### src/rtl/fact_accel.sv
// fact_accel: memory-mapped iterative factorial accelerator.
// Word window: 0 = N (R/W), 1 = GO (W), 2 = STATUS {busy,err,done} (R), 3 = RESULT (R).
// One multiply step per cycle; done rises one edge after the FSM settles in DONE.
module fact_accel #(
    parameter int DW    = 32,
    parameter int NW    = 4,
    parameter int N_MAX = 12
) (
    input  logic          clk,
    input  logic          rst,
    input  logic          we,
    input  logic [1:0]    a,
    input  logic [DW-1:0] wd,
    output logic [DW-1:0] rd,
    output logic          busy,
    output logic          done
);

    localparam logic [1:0] IDLE = 2'd0;
    localparam logic [1:0] BUSY = 2'd1;
    localparam logic [1:0] DONE = 2'd2;

    localparam logic [1:0] OFS_N      = 2'd0;
    localparam logic [1:0] OFS_GO     = 2'd1;
    localparam logic [1:0] OFS_STATUS = 2'd2;
    localparam logic [1:0] OFS_RESULT = 2'd3;

    logic [1:0]    r_state;
    logic [NW-1:0] r_n;
    logic [NW-1:0] r_cnt;
    logic [DW-1:0] r_prod;
    logic [DW-1:0] r_result;
    logic          r_done;
    logic          r_err;

    logic          w_start;
    logic          w_n_wr;
    logic          w_n_too_big;
    logic [DW-1:0] w_mul;
    logic          w_unused_wd;

    // GO is ignored while a computation is in flight.
    assign w_start     = we && (a == OFS_GO) && wd[0] && (r_state != BUSY);
    assign w_n_wr      = we && (a == OFS_N);
    assign w_n_too_big = int'(r_n) > N_MAX;
    assign w_mul       = r_prod * DW'(r_cnt);
    assign w_unused_wd = ^wd[DW-1:NW];

    assign busy = (r_state == BUSY);
    assign done = r_done;

    // Operand register; writable at any time, the running job uses its own copy in r_cnt.
    always_ff @(posedge clk or negedge rst) begin
        if (!rst) begin
            r_n <= '0;
        end else if (w_n_wr) begin
            r_n <= wd[NW-1:0];
        end
    end

    // Control FSM and multiply datapath.
    always_ff @(posedge clk or negedge rst) begin
        if (!rst) begin
            r_state  <= IDLE;
            r_prod   <= '0;
            r_cnt    <= '0;
            r_result <= '0;
            r_done   <= 1'b0;
            r_err    <= 1'b0;
        end else begin
            case (r_state)
                IDLE, DONE: begin
                    if (w_start) begin
                        r_done <= 1'b0;
                        if (w_n_too_big) begin
                            r_err    <= 1'b1;
                            r_result <= '0;
                            r_state  <= DONE;
                        end else begin
                            r_err   <= 1'b0;
                            r_prod  <= DW'(1);
                            r_cnt   <= r_n;
                            r_state <= BUSY;
                        end
                    end else if (r_state == DONE) begin
                        // done follows arrival in DONE by one edge, for both normal and error paths
                        r_done <= 1'b1;
                    end
                end
                BUSY: begin
                    if (r_cnt <= NW'(1)) begin
                        r_result <= r_prod;
                        r_state  <= DONE;
                    end else begin
                        r_prod <= w_mul;
                        r_cnt  <= r_cnt - NW'(1);
                    end
                end
                default: r_state <= IDLE;
            endcase
        end
    end

    // Read mux: purely combinational, no side effects; every offset defined.
    always_comb begin
        rd = '0;
        case (a)
            OFS_N:      rd = {{(DW-NW){1'b0}}, r_n};
            OFS_GO:     rd = '0;
            OFS_STATUS: rd = {{(DW-3){1'b0}}, busy, r_err, r_done};
            OFS_RESULT: rd = r_result;
            default:    rd = '0;
        endcase
    end

endmodule

### config.mk
export PLATFORM = sky130hd
export DESIGN_NAME = fact_accel
export DESIGN_NICKNAME = d
export VERILOG_FILES = /design/src/rtl/fact_accel.sv
export SDC_FILE = /design/constraint.sdc
export NUM_CORES = 1
export LEC_CHECK = 0
export CAP_MARGIN = 10
export CORE_MARGIN = 2
export CORE_UTILIZATION = 35
export DETAILED_ROUTE_END_ITERATION = 8
export SYNTH_ARGS = -nofsm -noshare
export SYNTH_HDL_FRONTEND = slang
export SYNTH_SLANG_ARGS = --single-unit
### constraint.sdc
create_clock -name clk -period 4.7 [get_ports clk]
set_input_delay 1.41 -clock clk [delete_from_list [all_inputs] [get_ports clk]]
set_output_delay 1.41 -clock clk [all_outputs]
set_load 0.05 [all_outputs]
==> results of run 1 <==
-- flip-flops by register name (all words and copies together) (netlist names) --
register,flops
done,1
r_cnt,4
r_err,1
r_n,4
r_prod,32
r_result,32
r_state,2
-- power by group --
part	internal (uW)	total, uW	switching [uW]
Sequential	914	1230	314
Clock	420	749	328
Combinational	1460	3610	2160
-- worst max-delay path, stage by stage (launching register included) --
cell      delay [ns]
dfrtp_1         0.54
and2_1          0.24
fa_1            0.50
inv_1           0.05
fa_1            0.54
inv_1           0.04
ha_1            0.34
and3_1          0.18
a311oi_1        0.47
o21ai_1         0.31
o41ai_1         0.64
o21bai_1        0.18
xnor2_1         0.15
o21ai_0         0.15
-- cell families after synthesis --
| kind of cell | Yosys count | synth area share |
|---|---|---|
| and+or+nand+nor | 274 | 0.206 |
| muxes | 7 | 0.0109 |
| DFF | 76 | 0.272 |
| adders and majority gates | 91 | 0.224 |
| AOI/OAI and AO/OA | 166 | 0.168 |
| buffers and inverters | 157 | 0.0843 |
| xor gates and xnor gates | 28 | 0.0351 |
-- worst paths after layout --
kind	from	to	slack [ns]	depth (start not counted)
setup / recovery	r_cnt[2]$_DFFE_PN0P_	r_prod[19]$_DFFE_PN0P_	0.27	13
hold / removal	r_result[15]$_DFFE_PN0P_	r_result[15]$_DFFE_PN0P_	0.50	1
setup reg to reg	r_cnt[2]$_DFFE_PN0P_	r_prod[19]$_DFFE_PN0P_	0.27	13
hold reg to reg	r_result[15]$_DFFE_PN0P_	r_result[15]$_DFFE_PN0P_	0.50	1
max in group asynchronous	rst	r_prod[19]$_DFFE_PN0P_	2.81	1
min in group asynchronous	rst	r_result[11]$_DFFE_PN0P_	1.21	1
-- metal layers --
layer	global-route usage	wire, um	vias up
met3	0.0283	639	16
met1	0.242	8270	2767
met2	0.283	8100	117
met4	0.0466	215	0
met5	0	0	-
li1	-	-	2695
-- cells in the mapped netlist (all sizes together) (5+ instances only) --
library cell  count
a211oi            5
a21o              9
a21oi            31
a22o             40
a31oi             8
and2             91
and3             35
clkbuf           40
dfrtp            76
fa               57
ha               34
inv             116
mux2              5
nand2            86
nand2b            8
nand3             8
nand4             9
nor2             24
o21ai            45
xnor2            14
xor2             14
-- per-stage QoR --
| step | hold slack (ns) | cell area, um2 | utilization | instances |
|---|---|---|---|---|
| final | 0.496 | 8340 | 0.427 | 1096 |
| after global routing | 0.515 | 8340 | 0.427 | 1096 |
| after CTS | 0.499 | 8340 | 0.427 | 1096 |
| after detailed placement | 0.479 | 8030 | 0.411 | 1080 |
| after global placement | 0.475 | 8030 | 0.411 | 1080 |
| after floorplan | 0.446 | 6990 | - | 799 |
-- layout make-up --
cell class                      count  share of cell area
Clock buffer                        9              0.0270
Clock inverter                      7             0.00961
Inverter                          116              0.0522
Timing Repair Buffer               57               0.102
Sequential cell                    76               0.228
Multi-Input combinational cell    566               0.541
Tap cell                          265              0.0398
==> impl_metrics.yaml, run 1 <==
logic_synthesis:
  yosysTopAreaCell: "dfrtp_1"
  syn_area_um2: 6990
  dominantRegCellSynth: "dfrtp_1"
  synth_cell_types: 54
  syn_avg_cell_area_um2: 8.75
  yosys_warnings: 0
  synth_edf_count: 0
  syn_inst: 799
  synth.area.top_cells: "dfrtp_1 27%, fa_1 16%, and2_1 8.1%"
  ys_ff_latch: 76
  synth_nets: 927
  synthArstFlopShare: 1.00
  netlist.area_leader.share: 0.272
  yosysSeqAreaShare: 0.272
pwr:
  leakagePower_uw: 0.00412
  total_power_uw: 5590
  power.density_nw_per_um2: 671
  ir_worst_vdd_v: 0.000200
grt:
  track_usage: 0.174
  grt_antenna_before_repair: 0
  grt_pass1_vias: 5773
  grt_pass1_wl_mm: 30.0
  grt_overflow_total: 0
  grt_max_degree: 77
placed_design:
  post-dp-hpwl_mm: 12.6
  io_buffers: 42
  dp_slack_ns: 0.316
  gp_congestion: 0.820
critical_path:
  worst_ep_arrival_time_ns: 4.70
  crit_path_start_kind: "register"
  endpoint_kind: "register"
  crit_type: "register to register"
  required_ns: 4.97
  worstPathMaxFanout: 13
layout:
  final_common_cell: "inv_1"
  area_growth_syn_to_layout_pct: 19.3
  layout-drive-gt1-share: 0.0939
  register_area_um2: 1900
  diodes: 0
  nets: 954
  multiInputGateArea_um2: 4510
  layout_common_cells: "116 x inv_1, 91 x and2_1, 86 x nand2_1"
  nFillCells: 1909
clock_tree:
  clk_latency_ns: 0.36
  clk_pin_slew_ns: 0.07
  root_buffer: "clkbuf_16"
  cts_buffers: 9
  cts_resized: 0
  cts_buffer_depth: 2
  clock-sinks: 76
  cts_hold_buf: 0
  post-cts-setup-buffers: 0
  h-tree-depth: 3
  cts_tree: "done"
sta:
  slew_violations: 0
  fin_setup_tns_ns: 0
  clock_skew_ns: 0.0139
  setup_viol: 0
  hold_viol_final: 0
  min_period_over_period: 0.943
  fmax_mhz: 226
  relSlewSlack: 0.323
  rsz0062_at_grt: "no"
  period_minus_slack_ns: 4.43
  worst_slew_pin_slew_ns: 1.02
  setup_slack_ns: 0.269
flow_run:
  cap_violations: 0
die:
  die_w_um: 145
  die_h_um: 145
  io_pins: 71
  start_util: 0.358
  dieArea_um2: 21100
  core-area_um2: 19500
  num_rows: 51
drt:
  viasPerCell: 5.10
  postRouteAntennaNets: 0
  avgRoutedWirePerCell_um: 15.7
  firstDrtPassIters: 5
  vias: 5595
  post-route-drc-count: 0
  totalWireLength_mm: 17.2
  drtIter0Drc: 346
run_status:
  status: "completed"
hold_path:
  min-delay-path-class: "register to register"
No activity file was read; power rests on OpenSTA's default activity.
==> run 2, diff against run 1 <==
--- a/config.mk
+++ b/config.mk
@@ -9,6 +9,7 @@
 export CORE_MARGIN = 2
 export CORE_UTILIZATION = 35
 export DETAILED_ROUTE_END_ITERATION = 8
+export GPL_TIMING_DRIVEN = 1
 export SYNTH_ARGS = -nofsm -noshare
 export SYNTH_HDL_FRONTEND = slang
 export SYNTH_SLANG_ARGS = --single-unit
==> results of run 2 <==
Final layout, timing and power as in run 1 (identical DEF).
==> run 3, diff against run 2 <==
--- a/config.mk
+++ b/config.mk
@@ -5,7 +5,7 @@
 export SDC_FILE = /design/constraint.sdc
 export NUM_CORES = 1
 export LEC_CHECK = 0
-export CAP_MARGIN = 10
+export CAP_MARGIN = 20
 export CORE_MARGIN = 2
 export CORE_UTILIZATION = 35
 export DETAILED_ROUTE_END_ITERATION = 8
==> run 3 against run 2 <==
  * Final cell count is essentially flat
  * Clock-buffer cell count is the same
  * Via count shrank 0.20%
  * Global-route usage is the same
  * Flip-flop and latch count is the same
  * Largest power group unchanged
==> impl_metrics.yaml, run 3 (synthesis results as in run 1) <==
clock_tree:
  post-cts-setup-buffers: 0
  cts_tree: "done"
  cts_buffers: 9
  h-tree-depth: 3
  root_buffer: "clkbuf_16"
  cts_hold_buf: 0
  cts_buffer_depth: 2
  cts_resized: 0
  clock-sinks: 76
  clk_pin_slew_ns: 0.07
  clk_latency_ns: 0.36
critical_path:
  worst_ep_arrival_time_ns: 4.71
  r2r_cells: 13
  crit_type: "register to register"
  required_ns: 4.97
  endpoint_kind: "register"
  worstPathMaxFanout: 13
  r2r-end: "r_prod[19]$_DFFE_PN0P_"
  reg2reg_slack_ns: 0.26
  r2r_start: "r_cnt[2]$_DFFE_PN0P_"
  crit_path_start_kind: "register"
die:
  core-area_um2: 19500
  num_rows: 51
  io_pins: 71
  die_w_um: 145
  die_h_um: 145
  start_util: 0.358
  dieArea_um2: 21100
pwr:
  seq_power_share: 0.220
  ir_worst_vdd_v: 0.000200
  clkPwrFrac: 0.134
  p_sw_uw: 2800
  power.density_nw_per_um2: 669
  p_sw_frac: 0.500
  p_comb_frac: 0.647
  leakagePower_uw: 0.00414
  p_int_uw: 2800
layout:
  layout-drive-gt1-share: 0.0950
  nets: 955
  area_growth_syn_to_layout_pct: 19.7
  top_regs: "r_prod: 32 flops, r_result: 32 flops"
  layout_common_cells: "116 x inv_1, 91 x and2_1, 86 x nand2_1"
  diodes: 0
  fin_area_um2: 8360
  final_common_cell: "inv_1"
drt:
  vias: 5584
  totalWireLength_mm: 17.2
  drtIter0Drc: 321
  viasPerCell: 5.09
  firstDrtPassIters: 5
  post-route-drc-count: 0
  avgRoutedWirePerCell_um: 15.7
  postRouteAntennaNets: 0
sta:
  period_minus_slack_ns: 4.44
  hold_viol_final: 0
  worst_slew_pin_slew_ns: 0.633
  setup_viol: 0
  holdWs_ns: 0.495
  fmax_mhz: 225
  min_period_over_period: 0.944
  setup_slack_ns: 0.261
  relSlewSlack: 0.573
  slew_violations: 0
  clock_skew_ns: 0.0140
  rsz0062_at_grt: "no"
  fin_setup_tns_ns: 0
grt:
  grt_max_degree: 77
  track_usage: 0.174
  grt_antenna_before_repair: 0
  grt_pass1_vias: 5773
  grt_pass1_wl_mm: 30.0
  grt_overflow_total: 0
run_status:
  status: "completed"
placed_design:
  gp_congestion: 0.820
  dp_slack_ns: 0.316
  io_buffers: 42
  place_area_um2: 8030
  post-dp-hpwl_mm: 12.6
hold_path:
  whs_path_depth: 1
  hp-start: "r_result[9]$_DFFE_PN0P_"
  min_to: "r_result[9]$_DFFE_PN0P_"
  min-delay-path-class: "register to register"
flow_run:
  cap_violations: 0
[run 3: cell types whose count changed in the layout (fill, tap and decap cells not counted)]
cell / change
buf_16: +1
[run 3: power by group through the flow]
stage          Clock (uW)  Sequential [uW]  Combinational (uW)
2_1_floorplan           0             1090                2730
3_3_place_gp            0             1240                3550
3_5_place_dp            0             1240                3600
4_1_cts               762             1230                3630
5_1_grt               791             1280                4070
6_report              748             1230                3620
[run 3: final cells by class]
type | instances | area [um2]
multi-input cells | 566 | 4510
well taps | 265 | 332
repair buffers | 58 | 878
fillers | 1906 | 11200
flip-flops and latches | 76 | 1900
clock inverters | 7 | 80.1
inverters | 116 | 435
clock buffers | 9 | 225
[run 3: critical path, stage by stage, from the launching register on]
cell,delay [ns]
dfrtp_1,0.54
and2_1,0.24
fa_1,0.50
inv_1,0.05
fa_1,0.54
inv_1,0.04
ha_1,0.34
and3_1,0.18
a311oi_1,0.47
o21ai_1,0.30
o41ai_1,0.66
o21bai_1,0.18
xnor2_1,0.15
o21ai_0,0.16
[run 3: routing by layer]
metal	vias to the layer above	track usage	routed length, um
met5	-	0	0
met4	0	0.0466	213
met3	16	0.0283	594
met2	99	0.283	8080
met1	2771	0.242	8320
li1	2698	-	-
[run 3: worst max path at each step]
stage	depth (start not counted)	startpoint	end	slack, ns
after global routing	13	r_cnt[2]$_DFFE_PN0P_	r_prod[19]$_DFFE_PN0P_	0.04
after detailed placement	13	r_cnt[2]$_DFFE_PN0P_	r_prod[19]$_DFFE_PN0P_	0.32
final	13	r_cnt[2]$_DFFE_PN0P_	r_prod[19]$_DFFE_PN0P_	0.26
after global placement	13	r_cnt[2]$_DFFE_PN0P_	r_prod[19]$_DFFE_PN0P_	0.32
after CTS	13	r_cnt[2]$_DFFE_PN0P_	r_prod[19]$_DFFE_PN0P_	0.29
after floorplan	15	r_cnt[2]$_DFFE_PN0P_	r_prod[28]$_DFFE_PN0P_	0.71
[run 3: metrics by stage]
step | cells | power [uW] | util
floorplan | 799 | 3820 | -
global placement | 1080 | 4790 | 0.411
detailed placement | 1080 | 4840 | 0.411
CTS | 1096 | 5620 | 0.427
global route | 1097 | 6140 | 0.428
finish | 1097 | 5590 | 0.428
